### config.mk
export PLATFORM = sky130hd
export DESIGN_NAME = uart_prog_loader
export DESIGN_NICKNAME = d
export VERILOG_FILES = /design/src/rtl/uart_prog_loader.sv
export SDC_FILE = /design/constraint.sdc
export NUM_CORES = 1
export LEC_CHECK = 0
export BUFFER_PORTS_ARGS = -buffer_cell sky130_fd_sc_hd__buf_2
export CAP_MARGIN = 20
export CORE_MARGIN = 2
export CORE_UTILIZATION = 49
export CTS_BUF_LIST = sky130_fd_sc_hd__clkbuf_4
export DETAILED_ROUTE_END_ITERATION = 10
export PLACE_DENSITY = 0.81
export SLEW_MARGIN = 20
export SYNTH_ARGS = -nofsm -noshare
export SYNTH_HDL_FRONTEND = slang
export SYNTH_SLANG_ARGS = --single-unit
export TNS_END_PERCENT = 1
### constraint.sdc
create_clock -name i_Clock -period 2.93 [get_ports i_Clock]
set_clock_uncertainty 0.05 [all_clocks]
set_input_delay 0.1465 -clock i_Clock [delete_from_list [all_inputs] [get_ports i_Clock]]
set_output_delay 0.1465 -clock i_Clock [all_outputs]
set_load 0.03 [all_outputs]
### src/rtl/uart_prog_loader.sv
// uart_prog_loader
//   Sequences a program download through uart_rx_prog. Supplies the receiver's
//   baud divisor and packs received bytes into little-endian 32-bit words. Each
//   word is written to instruction memory over a valid/grant handshake at
//   incrementing word addresses. Loading stops on an end-of-program marker word
//   or when the address space fills. Errors are reported as sticky flags.
//
// Parameters
//   ADDR_W    word-address width; memory holds 2**ADDR_W words
//   END_WORD  end-of-program marker word; never written to memory
//
// Ports
//   i_Clock         clock, rising edge
//   rst_ni          asynchronous active-low reset
//   i_start         1-cycle pulse: begin a load (honoured only in IDLE/DONE)
//   i_clks_per_bit  baud divisor, captured on an accepted start
//   o_clks_per_bit  captured divisor for uart_rx_prog
//   i_rx_dv         received-byte strobe
//   i_rx_byte       received byte
//   o_we            memory write request (valid)
//   i_gnt           memory grant (ready)
//   o_addr          word address of the current write
//   o_wdata         write data
//   o_busy          high while loading or draining the last write
//   o_done          sticky: load finished
//   o_err           sticky: [0] word overrun, [1] address space full
module uart_prog_loader #(
    parameter int          ADDR_W   = 14,
    parameter logic [31:0] END_WORD = 32'h00000FFF
) (
    input  logic              i_Clock,
    input  logic              rst_ni,
    input  logic              i_start,
    input  logic [15:0]       i_clks_per_bit,
    output logic [15:0]       o_clks_per_bit,
    input  logic              i_rx_dv,
    input  logic [7:0]        i_rx_byte,
    output logic              o_we,
    input  logic              i_gnt,
    output logic [ADDR_W-1:0] o_addr,
    output logic [31:0]       o_wdata,
    output logic              o_busy,
    output logic              o_done,
    output logic [1:0]        o_err
);

    typedef enum logic [1:0] {IDLE, LOAD, DRAIN, DONE} state_t;

    localparam logic [ADDR_W-1:0] ADDR_MAX = '1;

    state_t            state_q, state_d;
    logic [1:0]        cnt_q;
    logic [23:0]       asm_q;
    logic              pending_q;
    logic [ADDR_W-1:0] addr_q;
    logic [31:0]       wdata_q;
    logic              done_q;
    logic [1:0]        err_q;
    logic [15:0]       clks_q;

    logic        start_ok, byte_en, word_done, is_marker;
    logic        xfer, full_hit, pending_after, take_word, load_word, overrun;
    logic [31:0] word;

    always_comb begin
        start_ok      = i_start && (state_q == IDLE || state_q == DONE);
        byte_en       = (state_q == LOAD) && i_rx_dv;
        word_done     = byte_en && (cnt_q == 2'd3);
        word          = {i_rx_byte, asm_q};
        is_marker     = (word == END_WORD);
        xfer          = pending_q && i_gnt;
        full_hit      = xfer && (addr_q == ADDR_MAX);
        // Pending state as seen by a word completing this cycle: a same-cycle
        // grant frees the slot for the new word.
        pending_after = pending_q && !i_gnt;
        // A word completing alongside the final transfer is discarded.
        take_word     = word_done && !full_hit && !is_marker;
        overrun       = take_word && pending_after;
        load_word     = take_word && !pending_after;
    end

    always_ff @(posedge i_Clock or negedge rst_ni) begin
        if (!rst_ni) state_q <= IDLE;
        else         state_q <= state_d;
    end

    always_comb begin
        state_d = state_q;
        case (state_q)
            IDLE, DONE: if (start_ok) state_d = LOAD;
            LOAD: begin
                if (full_hit)                    state_d = DONE;
                else if (word_done && is_marker) state_d = pending_after ? DRAIN : DONE;
            end
            DRAIN: if (xfer) state_d = DONE;
            default: state_d = IDLE;
        endcase
    end

    always_ff @(posedge i_Clock or negedge rst_ni) begin
        if (!rst_ni) begin
            cnt_q     <= '0;
            asm_q     <= '0;
            pending_q <= 1'b0;
            addr_q    <= '0;
            wdata_q   <= '0;
            done_q    <= 1'b0;
            err_q     <= '0;
            clks_q    <= '0;
        end else if (start_ok) begin
            cnt_q     <= '0;
            asm_q     <= '0;
            pending_q <= 1'b0;
            addr_q    <= '0;
            done_q    <= 1'b0;
            err_q     <= '0;
            clks_q    <= i_clks_per_bit;
        end else begin
            if (byte_en) begin
                cnt_q <= cnt_q + 2'd1;
                case (cnt_q)
                    2'd0:    asm_q[7:0]   <= i_rx_byte;
                    2'd1:    asm_q[15:8]  <= i_rx_byte;
                    2'd2:    asm_q[23:16] <= i_rx_byte;
                    default: asm_q        <= '0;
                endcase
            end
            if (xfer) begin
                if (addr_q == ADDR_MAX) err_q[1] <= 1'b1;
                else                    addr_q   <= addr_q + 1'b1;
            end
            if (load_word) begin
                wdata_q   <= word;
                pending_q <= 1'b1;
            end else if (xfer) begin
                pending_q <= 1'b0;
            end
            if (overrun) err_q[0] <= 1'b1;
            done_q <= (state_d == DONE);
        end
    end

    assign o_clks_per_bit = clks_q;
    assign o_we           = pending_q;
    assign o_addr         = addr_q;
    assign o_wdata        = wdata_q;
    assign o_busy         = (state_q == LOAD) || (state_q == DRAIN);
    assign o_done         = done_q;
    assign o_err          = err_q;

endmodule
==> metrics.md <==
| Metric | Value |
|---|---|
| CTS tree | `yes` |
| Largest net degree at the start of global routing | `53` |
| Vias | `3157` |
| Total track usage | `0.2169` |
| GP Congestion | `just over 0.8` |
| Congestion Overflow GR | `0` |
| Multi-input gate area | `roughly 1700 um^2` |
| Global-route wire length before repair | `~15000 um` |
| Post-synth top cells | `94 x dfrtp_1, 69 x nand2_1, 30 x mux2_4` |
| Initial Utilization | `0.5048` |
| Slew Limit Headroom | `0.4068` |
| Area leader, netlist | `dfrtp_1` |
| Mux contribution to synthesized area | `0.1140` |
| Core ar. | `between 8000 and 9000 um^2` |
| EDFF count, synth | `0` |
| Synth Area in Simple Gates | `0.1707` |
| Delay of the slowest critical-path stage | `approximately 0.74 ns` |
| Routed vias/inst | `between 5 and 6` |
| CP Data Arrival Time | `between 2 and 3 ns` |
| Synth Area per Inst | `roughly 11 um^2` |
| Hpwl dp | `6403 um` |
| Leakage power total | `0.002698 uW` |
| Die width | `roughly 96 um` |
| Fin crit share | `0.9028` |
| # diodes | `0` |
| Worst path slowest cell | `nor4_4` |
| Fillcell total | `about 650` |
| VDD IR max | `about 0.00024 V` |
| Setup TNS | `0 ns` |
| Post-Synthesis Cells | `around 360` |
| Ys flop type | `dfrtp_1` |
| FF+latch count, synth | `94` |
| WHS | `around 0.097 ns` |
| Synth cell types | `42` |
| # H-tree levels | `3` |
| Share of layout cells above drive strength 1 | `0.3067` |
| Worst Max-Slew Pin Slew | `approximately 0.9 ns` |
| Final Net Count | `around 520` |
| Critical Setup Path Class | `flip-flop to flip-flop` |
| Num ports | `96` |
| Worst hold path type | `input port to flip-flop` |
| Row count | `33` |
| CP Cell Sequence | `inv_1 -> ha_1 -> and2_1 -> nor4_4 -> buf_12 -> mux2_1` |
| Die Height | `96.01 um` |
| DRC | `0` |
| Startpoint types | `flip-flop` |
| Top delay family on crit path | `simple AND/OR/NAND/NOR gates` |
| # setup viols final | `0` |
| Sequential share of the synthesized area | `0.5671` |
| Clock slew at reported path FFs | `~0.15 ns` |
| Fin. Hold Viols | `0` |
| Post-DRT Antenna Nets | `0` |
| Mapped Area | `4148 um^2` |
| Power Density | `around 400 nW/um^2` |
| Shortest period the worst path allows | `about 2.6 ns` |
| CP Buf/Inv Count | `2` |
| DRT Pass-1 Iters | `4` |
| Cts hold-fix bufs | `25` |
| XOR/XNOR Fraction of Synth Area | `0.02956` |
| Post-Syn Nets | `about 400` |
| RSZ-0062 raised after global routing | `false` |
| Post-synthesis adder-cell area fraction | `0.02112` |
| Final WL | `~9300 um` |
| Required time of the critical path | `approximately 3.2 ns` |
| Clock latency on the worst-skew pair | `0.43 ns` |
| Synth Area in Compound Gates | `0.07481` |
| CTS buffer count | `9` |
| Wire per inst | `about 16 um` |
| Count leader, synth | `dfrtp_1` |
| Synth warn | `0` |
| Setup bufs post-CTS | `0` |
| Status | `completed` |
| Ys async rst share | `1.000` |
| Register cell area after layout | `~2400 um^2` |
| Layout area overhead | `24.10%` |
| Main combinational cell family by area after synthesis | `simple AND/OR/NAND/NOR gates` |
| Post-CTS sizing | `0` |
| Synth top area share | `0.5671` |
| Fin. max-slew vios | `0` |
| Peak Freq | `between 300 and 400 MHz` |
| Clock buffer depth | `2` |
| Die Area | `between 9000 and 10000 um^2` |
| Worst-path fanout max | `24` |
| Initial antenna violation count | `0` |
| Iter 0 DRT Violations | `95` |
| CP endpoint kind | `flip-flop` |
| # Max-Cap Violations | `0` |
| CTS sink count | `94` |
| Synth area leaders | `dfrtp_1 57%, mux2_4 11%, nand2_1 6.2%, a22o_1 3.4%, xnor2_1 2.3%` |
| Clk root buf | `clkbuf_4` |
| Number of I/O port buffers | `95` |
| Vias in the first global route | `3159` |
[stage by stage]
step | setup slack [ns] | util | total power, uW | std cells | instance area (um^2)
3_3_place_gp | 0.3801 | 0.5803 | 1380 | 554 | 4768
5_1_grt | 0.1331 | 0.6265 | 2156 | 594 | 5147
6_report | 0.2848 | 0.6265 | 2065 | 594 | 5147
4_1_cts | 0.2543 | 0.6265 | 2088 | 594 | 5147
2_1_floorplan | 0.5408 | - | 1324 | 361 | 4148
3_5_place_dp | 0.2880 | 0.5803 | 1382 | 554 | 4768
[layout make-up]
class,instances,share of cell area
clock buffers,9,0.01313
clock inverters,6,0.01191
inverters,5,0.003646
multi-input cells,248,0.3323
flip-flops and latches,94,0.4570
well taps,105,0.02552
repair buffers,127,0.1565
[flip-flops by register name (all words and copies together) (netlist names)]
name,flops
o_clks_per_bit,16
cnt_q,2
o_wdata,32
o_addr,14
o_err,2
state_q,2
asm_q,24
o_done,1
o_we,1
[logic make-up after synthesis]
kind of cell / after synthesis
DFF: 94
muxes: 32
AOI/OAI and AO/OA: 44
adders and majority gates: 7
and+or+nand+nor: 151
xor gates and xnor gates: 14
buffers and inverters: 19
[worst reg2reg max path: stages, from the launching register on]
cell and delay, ns:
dfrtp_1 0.44, inv_1 0.08, ha_1 0.38, and2_1 0.20
nor4_4 0.74, buf_12 0.30, mux2_1 0.35
[final timing paths]
check	from	slack [ns]	to	cells past startpoint
max in group asynchronous	rst_ni	1.98	asm_q[18]	3
setup / recovery	state_q[0]	0.28	o_wdata[0]	6
hold / removal	i_rx_dv	0.1	cnt_q[1]	3
hold reg to reg	o_clks_per_bit[14]	0.45	o_clks_per_bit[14]	2
setup reg to reg	state_q[0]	0.28	o_wdata[0]	6
min in group asynchronous	rst_ni	0.19	o_done	2
[layout by cell type, fill, tap and decap left out, drive strengths merged, types with 7 or more instances in the layout]
master	count
a21oi	10
nand3	15
nor2	23
dfrtp	94
clkbuf	9
buf	102
dlygate4sd3	25
ha	7
o21ai	8
nand2	69
xnor2	11
nor4	12
inv	7
a22o	16
nor3	9
mux2	32
[power breakdown]
group / switching [uW] / leakage, uW / internal [uW]
registers: 0 / 0.00130 / 1300
clock network: 426 / 0.0000740 / 257
logic: 45.4 / 0.00133 / 39.4
total: 471 / 0.00270 / 1590
[per-layer routing]
layer  vias up  share of wire  track usage
met5         -              0            0
met4         0         0.0069      0.05952
met3         9          0.048      0.04542
met2        88           0.50       0.3611
met1      1537           0.45       0.2884
li1       1523              -            -
Power figures use the tool's default switching activity.
